==> src/rtl/axis_pkg.sv <==
// rtl/axis_pkg.sv - shared sizing helpers for the AXI-Stream FIFO
package axis_pkg;

  function automatic int ptr_width(input int depth);
    return $clog2(depth) + 1;
  endfunction

  function automatic bit is_pow2(input int depth);
    return (depth >= 2) && ((depth & (depth - 1)) == 0);
  endfunction

endpackage

==> src/rtl/axis_fifo_mem.sv <==
// rtl/axis_fifo_mem.sv - simple dual-port RAM, synchronous write, asynchronous read
module axis_fifo_mem #(
  parameter int WIDTH = 32,
  parameter int DEPTH = 32,
  parameter int AW    = 5
) (
  input  logic             aclk,
  input  logic             we,
  input  logic [AW-1:0]    waddr,
  input  logic [WIDTH-1:0] wdata,
  input  logic [AW-1:0]    raddr,
  output logic [WIDTH-1:0] rdata
);

  logic [WIDTH-1:0] mem [DEPTH];

  always_ff @(posedge aclk) begin
    if (we) begin
      mem[waddr] <= wdata;
    end
  end

  assign rdata = mem[raddr];

endmodule

==> src/rtl/axis_sync_fifo.sv <==
// rtl/axis_sync_fifo.sv - single-clock first-word-fall-through AXI-Stream FIFO
module axis_sync_fifo
  import axis_pkg::*;
#(
  parameter int AXI_DATA_WIDTH = 32,
  parameter int AXI_DATA_DEPTH = 32
) (
  input  logic                              aclk,
  input  logic                              areset,
  input  logic [AXI_DATA_WIDTH-1:0]         s_axis_tdata,
  input  logic                              s_axis_tvalid,
  output logic                              s_axis_tready,
  output logic [AXI_DATA_WIDTH-1:0]         m_axis_tdata,
  output logic                              m_axis_tvalid,
  input  logic                              m_axis_tready,
  output logic                              fifo_empty,
  output logic                              fifo_full,
  output logic [$clog2(AXI_DATA_DEPTH):0]   data_count
);

  localparam int PW = ptr_width(AXI_DATA_DEPTH);
  localparam int AW = PW - 1;

  if (!is_pow2(AXI_DATA_DEPTH)) begin : g_bad_depth
    $error("axis_sync_fifo: AXI_DATA_DEPTH must be a power of two >= 2");
  end

  logic [PW-1:0] wr_ptr;
  logic [PW-1:0] rd_ptr;
  logic          wr_en;
  logic          rd_en;

  // Extra pointer MSB distinguishes full from empty when the address bits match.
  assign fifo_empty    = (wr_ptr == rd_ptr);
  assign fifo_full     = (wr_ptr[AW-1:0] == rd_ptr[AW-1:0]) && (wr_ptr[AW] != rd_ptr[AW]);
  assign data_count    = wr_ptr - rd_ptr;

  assign s_axis_tready = !fifo_full && !areset;
  assign m_axis_tvalid = !fifo_empty;

  assign wr_en = s_axis_tvalid && s_axis_tready;
  assign rd_en = m_axis_tvalid && m_axis_tready;

  always_ff @(posedge aclk or posedge areset) begin
    if (areset) begin
      wr_ptr <= '0;
      rd_ptr <= '0;
    end else begin
      if (wr_en) begin
        wr_ptr <= wr_ptr + 1'b1;
      end
      if (rd_en) begin
        rd_ptr <= rd_ptr + 1'b1;
      end
    end
  end

  axis_fifo_mem #(
    .WIDTH (AXI_DATA_WIDTH),
    .DEPTH (AXI_DATA_DEPTH),
    .AW    (AW)
  ) u_mem (
    .aclk  (aclk),
    .we    (wr_en),
    .waddr (wr_ptr[AW-1:0]),
    .wdata (s_axis_tdata),
    .raddr (rd_ptr[AW-1:0]),
    .rdata (m_axis_tdata)
  );

endmodule

==> config.mk <==
export PLATFORM = sky130hd
export DESIGN_NAME = axis_sync_fifo
export DESIGN_NICKNAME = d
export VERILOG_FILES = /design/src/rtl/axis_pkg.sv /design/src/rtl/axis_fifo_mem.sv /design/src/rtl/axis_sync_fifo.sv
export SDC_FILE = /design/constraint.sdc
export NUM_CORES = 1
export LEC_CHECK = 0
export BUFFER_PORTS_ARGS = -buffer_cell sky130_fd_sc_hd__buf_2
export CAP_MARGIN = 30
export CORE_ASPECT_RATIO = 0.8
export CORE_MARGIN = 4
export CORE_UTILIZATION = 66
export CTS_BUF_LIST = sky130_fd_sc_hd__clkbuf_8
export CTS_CLUSTER_DIAMETER = 60
export DETAILED_ROUTE_END_ITERATION = 8
export PLACE_DENSITY = 0.86
export SLEW_MARGIN = 20
export SYNTH_ARGS = -nofsm -noshare
export SYNTH_HDL_FRONTEND = slang
export SYNTH_SLANG_ARGS = --single-unit
==> constraint.sdc <==
create_clock -name aclk -period 5.4 [get_ports aclk]
set_input_delay 0.81 -clock aclk [delete_from_list [all_inputs] [get_ports aclk]]
set_output_delay 0.81 -clock aclk [all_outputs]
set_load 0.01 [all_outputs]
==> results.py <==
metrics = {
    "run_status": {
        "status": "complete, no violations",
    },
    "worst_hold_path": {
        "hp-class": "primary input to async pin",
    },
    "global_routing": {
        "grt-ovfl-total": 0,
        "grtUsageMet2": 0.481,
        "grt_first_pass_wirelength_mm": 145,
        "grt_util_met1": 0.452,
        "top_usage_layer": "met2",
        "grt_max_degree": 119,
        "grt_pass1_vias": 20800,
        "grtUsageTotal": 0.321,
        "antenna_found_initial": 9,
        "grt_use_met3": 0.0946,
    },
    "sta": {
        "skew_ns": 0.0397,
        "period_needed_ns": 4.70,
        "finalSetupViolCount": 0,
        "fin_tns_setup_ns": 0,
        "finalMaxSlewViolations": 0,
        "post-route-period-util": 0.871,
        "max_freq_ghz": 0.213,
        "worst_hold_slack_ns": 0.0664,
        "max-slew-margin-rel": 0.288,
        "layout_setup_ws_ns": 0.699,
        "tightest_slew_ns": 1.07,
        "hold_viol": 0,
        "grt_setup_unrepaired": "no",
    },
    "final_layout": {
        "nNetsFinal": 2044,
        "final_cell_mix": "edfxtp_1 (1024), mux4_2 (192), clkbuf_8 (153)",
        "final_common_cell": "edfxtp_1",
        "fin_cells": 2891,
        "seqCellArea_sq_mm": 0.0311,
        "area_growth_pct": 11.1,
        "nFillCells": 2871,
        "multi_input_area_sq_mm": 0.00817,
        "drive_above_1_share": 0.267,
    },
    "critical_path": {
        "crit_fanout": 118,
        "critPathMaxStageDelay_ns": 0.69,
        "timing.rr.start": "rd_ptr[1]",
        "startpoint_type": "register",
        "crit_buf_inv": 2,
        "rr_worst_depth": 7,
        "path_common_cell": "a22oi_1",
        "worstPathCellList": "buf_12, mux4_2, a22oi_1, a22oi_1, buf_2",
        "regToRegEndpoint": "u_mem.mem[18][12]",
        "endpoint": "m_axis_tdata[15]",
        "end_kind": "output port",
        "regToRegSetupSlack_ns": 0.98,
        "worstPathArrival_ns": 3.89,
        "path_depth": 5,
        "worst_path_dominant_cell_family": "buffers and inverters",
        "worst_path_max_delay_cell": "dfrtp_4",
        "startpoint": "rd_ptr[0]",
        "criticalPathCategory": "register to output port",
        "cp.required_ns": 4.59,
    },
    "routing": {
        "drcViolationCount": 0,
        "avgRoutedWirePerCell_um": 34.9,
        "wl_mm": 101,
        "drt-pass1-iter-count": 6,
        "routed_via_density": 7.29,
        "antenna_left": 0,
        "drt_iter0_drc": 4048,
        "via_count": 21100,
    },
    "yosys": {
        "syn_inst": 1803,
        "syn-num-nets": 1850,
        "ys_seq_area_frac": 0.783,
        "synth_top_cell_area_share": 0.775,
        "ys_ff_latch": 1036,
        "avgSynthCellArea_sq_um": 22.0,
        "yosysUniqueCellTypes": 43,
        "ys_warn_count": 0,
        "syn-cell-area_sq_mm": 0.0397,
        "synthTopCellsByArea": "edfxtp_1 (78%), mux4_2 (11%), mux2i_1 (3.2%)",
        "yosysTopAreaCell": "edfxtp_1",
    },
    "floorplan": {
        "die_w_um": 282,
        "dieArea_sq_mm": 0.0641,
        "core_area_sq_mm": 0.0596,
        "fp.dieH_um": 227,
        "initial_utilization": 0.666,
        "io_pins": 78,
        "num_rows": 80,
    },
    "place": {
        "pre_cts_slack_ns": 1.10,
        "gp_congestion": 0.833,
        "placed_cells": 2622,
        "port_buffers": 77,
        "dp.final_hpwl_mm": 55.7,
    },
    "cts": {
        "post-cts-setup-buffers": 0,
        "cts_tree": "done",
        "ctsLongestPathBuffers": 3,
        "cts-resized-gates": 0,
        "cts_root_buf": "clkbuf_8",
        "clk_pin_slew_ns": 0.07,
        "ctsHtreeMaxLevel": 4,
        "cts.sinks": 1036,
        "cts_buffers": 151,
        "cts_hold_buf": 0,
        "clk-insertion-delay-late_ns": 0.80,
    },
    "run": {
        "maxCapViolations": 0,
    },
    "power_and_ir_drop": {
        "leakagePower_nw": 14.3,
        "peakVddDrop_v": 0.000540,
        "power.total_mw": 21.9,
        "power_density_mw_per_mm2": 497,
    },
}
-- synth_stat cells --
library cell / instances
a211oi_1: 1
a21o_1: 1
a21oi_1: 65
a22oi_1: 96
and3_1: 2
and4_1: 1
buf_1: 8
buf_12: 1
buf_2: 27
buf_4: 1
buf_6: 28
clkbuf_1: 36
clkbuf_2: 1
clkinv_1: 1
dfrtp_1: 12
edfxtp_1: 1024
fa_1: 1
ha_1: 10
inv_1: 10
mux2i_1: 128
mux4_2: 192
nand2_1: 9
nand2_2: 1
nand3_1: 3
nand3b_1: 4
nand4_1: 6
nor2_1: 36
nor2_2: 2
nor2_4: 1
nor2b_1: 1
nor3_1: 3
o2111ai_1: 1
o211ai_1: 1
o21a_1: 2
o21ai_0: 2
o221ai_1: 64
o311a_1: 1
o31a_1: 1
o31ai_1: 1
or3_1: 2
or3b_2: 2
xnor2_1: 12
xor2_1: 2
-- cell type report --
type / instances / area share
flip-flops and latches: 1036 / 0.705
multi-input cells: 654 / 0.186
clock buffers: 153 / 0.0478
repair buffers: 143 / 0.0230
well taps: 779 / 0.0221
clock inverters: 111 / 0.0152
inverters: 11 / 0.000937
diodes: 4 / 0.000227
-- layer usage --
metal | routed length, um | share of wire
met2 | 47500 | 0.47
met3 | 14700 | 0.15
met5 | 56 | 0.00055
met4 | 4450 | 0.044
met1 | 34200 | 0.34
-- report_power, final --
| group | switching [mW] | leakage [nW] | total, mW | internal [mW] |
|---|---|---|---|---|
| logic | 3.96 | 3.38 | 6.60 | 2.64 |
| clock network | 2.93 | 1.56 | 5.87 | 2.94 |
| registers | 0.320 | 9.36 | 9.43 | 9.11 |
| total | 7.21 | 14.3 | 21.9 | 14.7 |
-- logic make-up (layout without fill, tap and decap cells) --
family,Yosys count,in the layout,synth area share
other,0,4,0
buffers and inverters,113,418,0.0174
muxes,320,320,0.141
and+or+nand+nor,73,73,0.00893
AOI/OAI and AO/OA,236,236,0.0426
DFF,1036,1036,0.783
xor gates and xnor gates,14,14,0.00309
adders and majority gates,11,11,0.00366
-- registers in the layout, summed over array words and instances, names as in the netlist --
register	cells
u_mem.mem	1024
rd_ptr	6
wr_ptr	6
-- through the flow --
step / area (sq um) / util
floorplan: 39700 / -
global placement: 41200 / 0.692
detailed placement: 41200 / 0.692
CTS: 44000 / 0.739
global route: 44000 / 0.740
finish: 44000 / 0.740
-- how the worst min path moves through the flow --
| stage | endpoint | cells after the start | startpoint |
|---|---|---|---|
| floorplan | rd_ptr[5] | 1 | rd_ptr[5] |
| global placement | wr_ptr[5] | 1 | wr_ptr[5] |
| detailed placement | wr_ptr[5] | 1 | wr_ptr[5] |
| CTS | wr_ptr[0] | 2 | areset |
| global route | wr_ptr[0] | 2 | areset |
| finish | wr_ptr[0] | 2 | areset |
Note: power is estimated with default switching activity, not from simulation.
